`src/rtl/tuner_pkg.sv`:
```
// Shared definitions for the microring tuner blocks.
// Holds the default converter widths shared with the adc/pwr_detect blocks,
// the sweep FSM state type and the matching state encodings used by the
// controller's state register.
package tuner_pkg;

    // Default widths shared with the ADC and power-detect path.
    localparam int TUNER_DAC_WIDTH = 8;
    localparam int TUNER_ADC_WIDTH = 8;

    typedef enum logic [2:0] {
        IDLE   = 3'd0,
        SETTLE = 3'd1,
        REQ    = 3'd2,
        WAIT   = 3'd3,
        EVAL   = 3'd4,
        DONE   = 3'd5
    } tuner_sweep_state_e;

    // Plain encodings for the state register (same values as the enum).
    localparam logic [2:0] S_IDLE   = 3'd0;
    localparam logic [2:0] S_SETTLE = 3'd1;
    localparam logic [2:0] S_REQ    = 3'd2;
    localparam logic [2:0] S_WAIT   = 3'd3;
    localparam logic [2:0] S_EVAL   = 3'd4;
    localparam logic [2:0] S_DONE   = 3'd5;

endpackage

```
`src/rtl/tuner_sweep_ctrl_if.sv`:
```
// Power-measurement handshake between the sweep controller (master) and
// tuner_pwr_detect_phy (slave).
//   pwr_read_val / pwr_read_rdy     : read request, controller -> detector
//   pwr_detect_val / pwr_detect_rdy : detected power, detector -> controller
//   pwr_detected                    : detected power value (ADC_WIDTH bits)
// Handshake rule for both channels: a transfer happens on a rising clock edge
// where val and rdy are both high; once val is raised it stays high (with its
// payload stable) until that transfer; rdy may toggle freely and never waits
// on val.
interface tuner_sweep_ctrl_if
    import tuner_pkg::*;
#(
    parameter int ADC_WIDTH = TUNER_ADC_WIDTH
);
    logic                 pwr_read_val;
    logic                 pwr_read_rdy;
    logic                 pwr_detect_val;
    logic                 pwr_detect_rdy;
    logic [ADC_WIDTH-1:0] pwr_detected;

    modport master (
        output pwr_read_val,
        input  pwr_read_rdy,
        input  pwr_detect_val,
        output pwr_detect_rdy,
        input  pwr_detected
    );

    modport slave (
        input  pwr_read_val,
        output pwr_read_rdy,
        output pwr_detect_val,
        input  pwr_detect_rdy,
        output pwr_detected
    );
endinterface

```
`src/rtl/tuner_settle_timer.sv`:
```
// Settle-time down-counter.
//   i_clk, i_rst_n : clock, async active-low reset
//   i_load         : reload with SETTLE_CYCLES-1 (takes priority)
//   i_run          : count down by one while non-zero
//   o_expire       : counter is at zero
// Loading on entry to SETTLE and running while in SETTLE gives exactly
// SETTLE_CYCLES cycles in SETTLE, with o_expire high on the last of them.
module tuner_settle_timer #(
    parameter int SETTLE_CYCLES = 16
) (
    input  logic i_clk,
    input  logic i_rst_n,
    input  logic i_load,
    input  logic i_run,
    output logic o_expire
);
    localparam int CW = (SETTLE_CYCLES < 2) ? 1 : $clog2(SETTLE_CYCLES);
    localparam logic [CW-1:0] LOAD_VAL = CW'(SETTLE_CYCLES - 1);

    logic [CW-1:0] cnt_q;
    logic [CW-1:0] cnt_d;

    always_comb begin
        cnt_d = cnt_q;
        if (i_load) begin
            cnt_d = LOAD_VAL;
        end else if (i_run && (cnt_q != '0)) begin
            cnt_d = cnt_q - 1'b1;
        end
    end

    always_ff @(posedge i_clk or negedge i_rst_n) begin
        if (!i_rst_n) begin
            cnt_q <= '0;
        end else begin
            cnt_q <= cnt_d;
        end
    end

    assign o_expire = (cnt_q == '0);
endmodule

```
`src/rtl/tuner_sweep_ctrl.sv`:
```
// Microring tuner sweep controller.
// Steps the heater DAC code from 0 to 2^DAC_WIDTH-1 in STEP increments, holds
// each code for SETTLE_CYCLES, requests one power sample per code and tracks
// the extremum (minimum when SEARCH_MIN=1, maximum otherwise). At the end of a
// complete sweep it publishes the best code/power and parks the DAC there.
// Ports:
//   i_clk, i_rst_n     clock, async active-low reset
//   i_sweep_start      start request (accepted in IDLE when abort is low)
//   i_sweep_abort      abandon the current sweep, back to IDLE
//   o_dac_code         tuning code to the ring heater DAC
//   pwr_if             power read/detect handshake (master side)
//   o_busy             high in every state except IDLE
//   o_done             one-cycle pulse on normal sweep completion
//   o_lock_code/_pwr   result of the last completed sweep
//   o_state            current FSM state (debug)
module tuner_sweep_ctrl
    import tuner_pkg::*;
#(
    parameter int DAC_WIDTH     = TUNER_DAC_WIDTH,
    parameter int ADC_WIDTH     = TUNER_ADC_WIDTH,
    parameter int SETTLE_CYCLES = 16,
    parameter int STEP          = 1,
    parameter int SEARCH_MIN    = 1
) (
    input  logic                 i_clk,
    input  logic                 i_rst_n,
    input  logic                 i_sweep_start,
    input  logic                 i_sweep_abort,
    output logic [DAC_WIDTH-1:0] o_dac_code,
    tuner_sweep_ctrl_if.master   pwr_if,
    output logic                 o_busy,
    output logic                 o_done,
    output logic [DAC_WIDTH-1:0] o_lock_code,
    output logic [ADC_WIDTH-1:0] o_lock_pwr,
    output tuner_sweep_state_e   o_state
);
    localparam logic [DAC_WIDTH:0] CODE_MAX = {1'b0, {DAC_WIDTH{1'b1}}};
    localparam logic [DAC_WIDTH:0] STEP_W   = (DAC_WIDTH + 1)'(STEP);

    logic [2:0]           state_q, state_d;
    logic [DAC_WIDTH-1:0] code_q, code_d;
    logic [DAC_WIDTH-1:0] best_code_q, best_code_d;
    logic [ADC_WIDTH-1:0] best_pwr_q, best_pwr_d;
    logic [ADC_WIDTH-1:0] sample_q, sample_d;
    logic                 first_q, first_d;
    logic [DAC_WIDTH-1:0] lock_code_q, lock_code_d;
    logic [ADC_WIDTH-1:0] lock_pwr_q, lock_pwr_d;

    logic                 timer_load;
    logic                 timer_expire;
    logic                 take;
    logic [DAC_WIDTH:0]   next_code;

    tuner_settle_timer #(
        .SETTLE_CYCLES (SETTLE_CYCLES)
    ) u_settle_timer (
        .i_clk    (i_clk),
        .i_rst_n  (i_rst_n),
        .i_load   (timer_load),
        .i_run    (state_q == S_SETTLE),
        .o_expire (timer_expire)
    );

    // Strict compare: on a tie the earlier (lower) code is kept.
    assign take = first_q ||
                  ((SEARCH_MIN != 0) ? (sample_q < best_pwr_q) : (sample_q > best_pwr_q));

    // One extra bit so the last step is detected instead of wrapping.
    assign next_code = {1'b0, code_q} + STEP_W;

    always_comb begin
        state_d     = state_q;
        code_d      = code_q;
        best_code_d = best_code_q;
        best_pwr_d  = best_pwr_q;
        sample_d    = sample_q;
        first_d     = first_q;
        lock_code_d = lock_code_q;
        lock_pwr_d  = lock_pwr_q;
        timer_load  = 1'b0;

        if ((state_q != S_IDLE) && i_sweep_abort) begin
            // Abort leaves the DAC code and the published result untouched.
            state_d = S_IDLE;
        end else begin
            case (state_q)
                S_IDLE: begin
                    if (i_sweep_start && !i_sweep_abort) begin
                        code_d     = '0;
                        first_d    = 1'b1;
                        timer_load = 1'b1;
                        state_d    = S_SETTLE;
                    end
                end
                S_SETTLE: begin
                    if (timer_expire) begin
                        state_d = S_REQ;
                    end
                end
                S_REQ: begin
                    if (pwr_if.pwr_read_rdy) begin
                        state_d = S_WAIT;
                    end
                end
                S_WAIT: begin
                    if (pwr_if.pwr_detect_val) begin
                        sample_d = pwr_if.pwr_detected;
                        state_d  = S_EVAL;
                    end
                end
                S_EVAL: begin
                    if (take) begin
                        best_pwr_d  = sample_q;
                        best_code_d = code_q;
                        first_d     = 1'b0;
                    end
                    if (next_code > CODE_MAX) begin
                        state_d = S_DONE;
                    end else begin
                        code_d     = next_code[DAC_WIDTH-1:0];
                        timer_load = 1'b1;
                        state_d    = S_SETTLE;
                    end
                end
                S_DONE: begin
                    lock_code_d = best_code_q;
                    lock_pwr_d  = best_pwr_q;
                    code_d      = best_code_q;
                    state_d     = S_IDLE;
                end
                default: begin
                    state_d = S_IDLE;
                end
            endcase
        end
    end

    always_ff @(posedge i_clk or negedge i_rst_n) begin
        if (!i_rst_n) begin
            state_q     <= S_IDLE;
            code_q      <= '0;
            best_code_q <= '0;
            best_pwr_q  <= '0;
            sample_q    <= '0;
            first_q     <= 1'b0;
            lock_code_q <= '0;
            lock_pwr_q  <= '0;
        end else begin
            state_q     <= state_d;
            code_q      <= code_d;
            best_code_q <= best_code_d;
            best_pwr_q  <= best_pwr_d;
            sample_q    <= sample_d;
            first_q     <= first_d;
            lock_code_q <= lock_code_d;
            lock_pwr_q  <= lock_pwr_d;
        end
    end

    assign o_dac_code            = code_q;
    assign pwr_if.pwr_read_val   = (state_q == S_REQ);
    assign pwr_if.pwr_detect_rdy = (state_q == S_WAIT);
    assign o_busy                = (state_q != S_IDLE);
    assign o_done                = (state_q == S_DONE) && !i_sweep_abort;
    assign o_lock_code           = lock_code_q;
    assign o_lock_pwr            = lock_pwr_q;
    assign o_state               = tuner_sweep_state_e'(state_q);
endmodule
```
`src/flat_wrapper.sv`:
```
// flat-port wrapper written by rule: the top's interface ports become plain ports
module tuner_sweep_ctrl_flat import tuner_pkg::*;
#(
    parameter int DAC_WIDTH     = TUNER_DAC_WIDTH,
    parameter int ADC_WIDTH     = TUNER_ADC_WIDTH,
    parameter int SETTLE_CYCLES = 16,
    parameter int STEP          = 1,
    parameter int SEARCH_MIN    = 1
)
  (i_clk, i_rst_n, i_sweep_start, i_sweep_abort, o_dac_code, o_busy, o_done, o_lock_code, o_lock_pwr, o_state, pwr_if_pwr_read_val, pwr_if_pwr_read_rdy, pwr_if_pwr_detect_val, pwr_if_pwr_detect_rdy, pwr_if_pwr_detected);
  tuner_sweep_ctrl_if #(.ADC_WIDTH(ADC_WIDTH)) pwr_if_i ();
  input  logic i_clk;
  input  logic i_rst_n;
  input  logic i_sweep_start;
  input  logic i_sweep_abort;
  output logic [DAC_WIDTH-1:0] o_dac_code;
  output logic o_busy;
  output logic o_done;
  output logic [DAC_WIDTH-1:0] o_lock_code;
  output logic [ADC_WIDTH-1:0] o_lock_pwr;
  output tuner_sweep_state_e o_state;
  output wire logic [$bits(pwr_if_i.pwr_read_val)-1:0] pwr_if_pwr_read_val;
  input wire logic [$bits(pwr_if_i.pwr_read_rdy)-1:0] pwr_if_pwr_read_rdy;
  input wire logic [$bits(pwr_if_i.pwr_detect_val)-1:0] pwr_if_pwr_detect_val;
  output wire logic [$bits(pwr_if_i.pwr_detect_rdy)-1:0] pwr_if_pwr_detect_rdy;
  input wire logic [$bits(pwr_if_i.pwr_detected)-1:0] pwr_if_pwr_detected;
  assign pwr_if_pwr_read_val = pwr_if_i.pwr_read_val;
  assign pwr_if_i.pwr_read_rdy = pwr_if_pwr_read_rdy;
  assign pwr_if_i.pwr_detect_val = pwr_if_pwr_detect_val;
  assign pwr_if_pwr_detect_rdy = pwr_if_i.pwr_detect_rdy;
  assign pwr_if_i.pwr_detected = pwr_if_pwr_detected;
  tuner_sweep_ctrl #(.DAC_WIDTH(DAC_WIDTH), .ADC_WIDTH(ADC_WIDTH), .SETTLE_CYCLES(SETTLE_CYCLES), .STEP(STEP), .SEARCH_MIN(SEARCH_MIN)) u_core (.i_clk(i_clk), .i_rst_n(i_rst_n), .i_sweep_start(i_sweep_start), .i_sweep_abort(i_sweep_abort), .o_dac_code(o_dac_code), .pwr_if(pwr_if_i), .o_busy(o_busy), .o_done(o_done), .o_lock_code(o_lock_code), .o_lock_pwr(o_lock_pwr), .o_state(o_state));
endmodule
```
`config.mk`:
```
export PLATFORM = sky130hd
export DESIGN_NAME = tuner_sweep_ctrl_flat
export DESIGN_NICKNAME = d
export VERILOG_FILES = /design/src/rtl/tuner_pkg.sv /design/src/rtl/tuner_sweep_ctrl_if.sv /design/src/rtl/tuner_settle_timer.sv /design/src/rtl/tuner_sweep_ctrl.sv /design/src/flat_wrapper.sv
export SDC_FILE = /design/constraint.sdc
export NUM_CORES = 1
export LEC_CHECK = 0
export BUFFER_PORTS_ARGS = -buffer_cell sky130_fd_sc_hd__clkbuf_2
export CAP_MARGIN = 40
export CORE_UTILIZATION = 45
export CTS_BUF_LIST = sky130_fd_sc_hd__clkbuf_4 sky130_fd_sc_hd__clkbuf_8 sky130_fd_sc_hd__clkbuf_16
export CTS_CLUSTER_DIAMETER = 200
export DETAILED_ROUTE_END_ITERATION = 6
export PLACE_DENSITY_LB_ADDON = 0.25
export SYNTH_ARGS = -nofsm -noshare
export SYNTH_HDL_FRONTEND = slang
export SYNTH_HIERARCHICAL = 1
export SYNTH_SLANG_ARGS = --single-unit
export TNS_END_PERCENT = 1
```
`constraint.sdc`:
```
create_clock -name i_clk -period 4.8 [get_ports i_clk]
set_input_delay 0.72 -clock i_clk [delete_from_list [all_inputs] [get_ports i_clk]]
set_output_delay 0.72 -clock i_clk [all_outputs]
set_load 0.1 [all_outputs]
```
# After elaboration in Yosys (flattened, before gate mapping)
# Cells that the tools add are included.
# word_totals
output_inout_bits	31
input_bits	14
wordCells	64
register_bits	56
# op_classes
n_addsub	2
bitwise_logic	1
eq_ne	12
order_cmp	2
reduce_logical	19
muxes	19
# ops
operator	count
8-bit case mux with 3 select lines	1
3-bit two-way mux	6
8-bit two-way mux	2
3-bit case mux with 5 select lines	1
4-bit AND reduction	3
8-bit by 1-bit adder with 9-bit output (second input constant)	1
9-bit by 8-bit greater-than comparator with 1-bit output (second input constant)	1
3-bit by 1-bit inequality test with 1-bit output (second input constant)	3
8-bit < comparator	1
4-bit two-way mux	2
3-bit by 2-bit == test with 1-bit output (second input constant)	2
3-bit == test (second input constant)	2
3-bit AND reduction	2
3-bit nonzero test	2
1-bit two-way mux	5
1-bit logical AND	4
4-bit logical NOT	1
2-bit by 1-bit inequality test with 1-bit output (second input constant)	2
1-bit case mux with 2 select lines	2
2-bit nonzero test	2
4-bit nonzero test	1
4-bit by 1-bit subtractor with 4-bit output (second input constant)	1
3-bit by 1-bit == test with 1-bit output (second input constant)	1
3-bit logical NOT	1
other kinds (6)	6

# Logic depth before layout (Yosys ltp)
# depth
depth_word	6
depth_mapped	10
mapped_depth_nobuf	10

# Cells and area by module
# The synthesis kept the hierarchy.
# by_module_without_submodules
module	area_per_inst_um2	seq_area_each_um2	cells_per_inst	instances
tuner_sweep_ctrl	2670.1	1301.2	225	1
tuner_settle_timer	219.0	100.1	21	1

# Worst setup path after synthesis
# No wires, ideal clock.
# synth_path
path_kind	reg-to-output
startpoint	reg u_core.state_q[1], in the netlist u_core/o_state[1]
endpoint	out pwr_if_pwr_read_val
arrival_ns	3.574
path_stages_with_launch	3
slack_ns	0.506
n_path_buf	1
cell_sequence	dfrtp_1 buf_2 nor3b_1
# synth_via
elab_chain_cells	1
# synth_rtl
element	line_no	text
from (decl)	tuner_sweep_ctrl.sv:40	logic [2:0] state_q, state_d;
from (signal assigned)	tuner_sweep_ctrl.sv:149	state_q <= state_d;
3-bit by 2-bit == test with 1-bit output	tuner_sweep_ctrl.sv:161	assign pwr_if.pwr_read_val = (state_q == S_REQ);
to (decl)	flat_wrapper.sv:22	output wire logic [$bits(pwr_if_i.pwr_read_val)-1:0] pwr_if_pwr_read_val;
# Every way passes these cells.

# Worst setup path in the final report
# layout_path
startpoint	reg u_core.state_q[0], in the netlist u_core/o_state[0]
endpoint	out o_done
# layout_via
elab_chain_cells	2
# layout_rtl
element	line_no	text
3-bit == test	tuner_sweep_ctrl.sv:164	assign o_done = (state_q == S_DONE) && !i_sweep_abort;
1-bit logical AND	tuner_sweep_ctrl.sv:164	
to (decl)	flat_wrapper.sv:18	output logic o_done;
# Every way passes these cells.

==> impl_metrics.ini <==
[pwr]
powerDensity_nw_per_um2 = 291.3
leakage_nw = 1.567
peakVddDrop_uv = 168.5
p_total_mw = 0.9443

[floorplanning]
num_rows = 28
die_w_um = 82.13
die_area_um2 = 6745
core_area_um2 = 6061
initial_core_util = 0.4767
num_io_pins = 45
vertical_die_dimension_um = 82.13

[run_status]
status = complete, no violations

[cells_and_area]
final_core_util = 0.5349
proportion_of_layout_cells_with_a_drive_suffix_above_1 = 0.3621
layout.cells.non_filler = 365
n_antenna_cell = 0
design.final.nets = 313
areaGrowthSynthToFinish_pct = 12.21

[yosys]
postSynth.topFlopCell = sky130_fd_sc_hd__dfrtp_1
postSynthNetCount = 270
synthMostInstantiatedCell = sky130_fd_sc_hd__dfrtp_1
area_share_of_the_leading_cell_type_in_the_synthesized_netlist = 0.4851
asyncSetResetFlopFracSynth = 1.000
synth.cells.most_frequent = 56 x sky130_fd_sc_hd__dfrtp_1, 26 x sky130_fd_sc_hd__mux2_2, 18 x sky130_fd_sc_hd__nor2_1, 17 x sky130_fd_sc_hd__nand2_1, 14 x sky130_fd_sc_hd__inv_1
synth-warning-count = 6
netlist_instances = 246
synth_seq_cells = 56
synth_area_per_cell_um2 = 11.74
number_of_flops_mapped_to_enable_cells_by_yosys = 0
synth.yosys.seq_area_share = 0.4851
post-synth-top-area-cell = sky130_fd_sc_hd__dfrtp_1
post_synth_num_cell_types = 49
synth.top_cells.by_area = sky130_fd_sc_hd__dfrtp_1 49%, sky130_fd_sc_hd__mux2_2 10%, sky130_fd_sc_hd__mux2_4 5.2%
post_synthesis_cell_area_um2 = 2889

[drt]
drt_pass1_iterations = 4
met3WireLength_um = 223
detailroute.via_count = 1961
drcViolationCount = 0
detail-route-antenna-nets = 0
routed_wl_um = 5239
dr.max_layer_used = met4
drt_iter0_drc = 133
detail_route.vias_per_cell = 5.373
routedWlPerCell_um = 14.35
route.met2.wl_um = 2388
drt-met1-wl_um = 2569

[global_route]
grt_first_pass_wirelength_um = 9121
grtUsageTotal = 0.1795
first_global_vias = 1879
grt_max_degree = 57
global_route.overflow_total = 0
antenna_violations_before_repair = 0

[clocking]
cts_setup_buffers = 0
clkLatencyLatePin_ns = 0.31
cts_buffer_depth = 2
clock_sinks = 56
cts_buffers = 5
clock_pin_slew_worst_setup_and_hold_paths_ns = 0.09
clock_tree_from_tritoncts = yes
post_cts.resized_instances = 0
post_cts_hold_buffer_count = 0
cts.htree.levels = 2
ctsRootBufferMaster = sky130_fd_sc_hd__clkbuf_8

[min_path]
timing.hold.worst_path_depth = 1
min-delay-start = u_core/first_q$_DFFE_PN0P_
timing.hold.worst.class = register to register
min_delay_endpoint = u_core/first_q$_DFFE_PN0P_

[place]
dp_cells = 357
final_hpwl_from_detailed_placement_um = 3790
io_buffers = 44
final_replace_weighted_congestion = 0.7877

[worst_setup_path]
worstSetupStartpointType = register
timing.critical_path.fanout_max = 17
reg2reg_to = u_core/best_pwr_q[5]$_DFFE_PN0P_
worst-setup-path-type = register to primary output
worstReg2RegStart = u_core/o_state[1]$_DFFE_PN0P_
setup.reg_to_reg.worst_slack_ns = 2.44
worst-endpoint-arrival_ns = 2.56
reg2regPathDepth = 5
required_ns = 4.08
crit_path_end_kind = primary output

[timing]
maxClockFrequency_mhz = 304.5
timing.final.crit_period_ns = 3.284
timing.slew.headroom = 0.4959
report.final.slew_viol_count = 0
setup_repair_after_global_routing_missed_its_margin = no
finClkSkew_ns = 0.01075
final-setup-viol-count = 0
hold_violations = 0
fin_crit_sh = 0.6842
timing.setup.tns_ns = 0
worstMarginPinSlew_ns = 0.7504

[flow_run]
drv_cap = 0
[registers in the layout, summed over array words and instances, names as in the netlist]
name,flops
u_core/best_code_q,8
u_core/best_pwr_q,8
u_core/first_q,1
u_core/o_dac_code,8
u_core/o_lock_code,8
u_core/o_lock_pwr,8
u_core/o_state,3
u_core/sample_q,8
u_core/u_settle_timer/cnt_q,4
[cells by family after synthesis]
family                   Yosys count  synth area share
adder cells (fa/ha/maj)           10           0.04331
AO/OA/AOI/OAI                     43            0.1061
XOR/XNOR                           3          0.009097
AND/OR/NAND/NOR                   67            0.1321
buffers and inverters             25           0.04850
flip-flops                        56            0.4851
multiplexers                      42            0.1758
[worst max path at each step]
stage / from / endpoint / depth (start not counted)
after floorplan: u_core/o_state[1]$_DFFE_PN0P_ / pwr_if_pwr_read_val / 2
after global placement: u_core/o_state[0]$_DFFE_PN0P_ / o_done / 5
after detailed placement: u_core/o_state[0]$_DFFE_PN0P_ / o_done / 5
after CTS: u_core/o_state[0]$_DFFE_PN0P_ / o_done / 5
after global routing: u_core/o_state[0]$_DFFE_PN0P_ / o_done / 5
final: u_core/o_state[0]$_DFFE_PN0P_ / o_done / 5
[critical path: stages, from the launching register on]
cell,delay (ns)
sky130_fd_sc_hd__dfrtp_1,0.62
sky130_fd_sc_hd__inv_1,0.16
sky130_fd_sc_hd__nor3b_2,0.49
sky130_fd_sc_hd__nor2b_1,0.19
sky130_fd_sc_hd__buf_4,0.28
sky130_fd_sc_hd__clkbuf_2,0.51
[power by group]
part	total [mW]	switching [mW]	internal (mW)
clock	0.272	0.153	0.118
sequential	0.520	0.0287	0.491
combinational	0.153	0.111	0.0421
total	0.944	0.293	0.652
[through the flow]
stage	area, um^2	worst slack [ns]	hold WS (ns)
after global placement	3131	1.905	0.4661
after CTS	3242	1.511	0.4969
after detailed placement	3146	1.861	0.4748
after global routing	3242	1.320	0.5209
after floorplan	2889	0.5059	0.4244
final	3242	1.516	0.4856
[area by class of cell]
type | instances | area (um^2)
sequential | 56 | 1401
fill | 557 | 2819
timing repair buffer | 47 | 250.2
inverter | 14 | 52.55
clock buffer | 6 | 82.58
multi-input combinational | 165 | 1348
clock inverter | 2 | 13.76
tap | 75 | 93.84
[routing by layer]
metal  GRT usage  up-vias
met5           0        -
met4     0.05263        0
met3     0.03187        7
met2      0.2810       45
met1      0.2539      942
li1            -      967
[cells in the final DEF (no fill, tap or decap), types with 3 or more instances in the layout]
cell type / count
sky130_fd_sc_hd__a21oi_1: 11
sky130_fd_sc_hd__a221oi_1: 3
sky130_fd_sc_hd__clkbuf_2: 44
sky130_fd_sc_hd__clkbuf_8: 6
sky130_fd_sc_hd__dfrtp_1: 56
sky130_fd_sc_hd__ha_1: 10
sky130_fd_sc_hd__inv_1: 14
sky130_fd_sc_hd__mux2_1: 4
sky130_fd_sc_hd__mux2_2: 26
sky130_fd_sc_hd__mux2_4: 10
sky130_fd_sc_hd__nand2_1: 17
sky130_fd_sc_hd__nand3_1: 5
sky130_fd_sc_hd__nor2_1: 18
sky130_fd_sc_hd__nor2b_1: 3
sky130_fd_sc_hd__nor3_1: 6
sky130_fd_sc_hd__nor3b_1: 4
sky130_fd_sc_hd__o21ai_0: 8
sky130_fd_sc_hd__o31ai_1: 3
(Power assumes the default switching activity.)
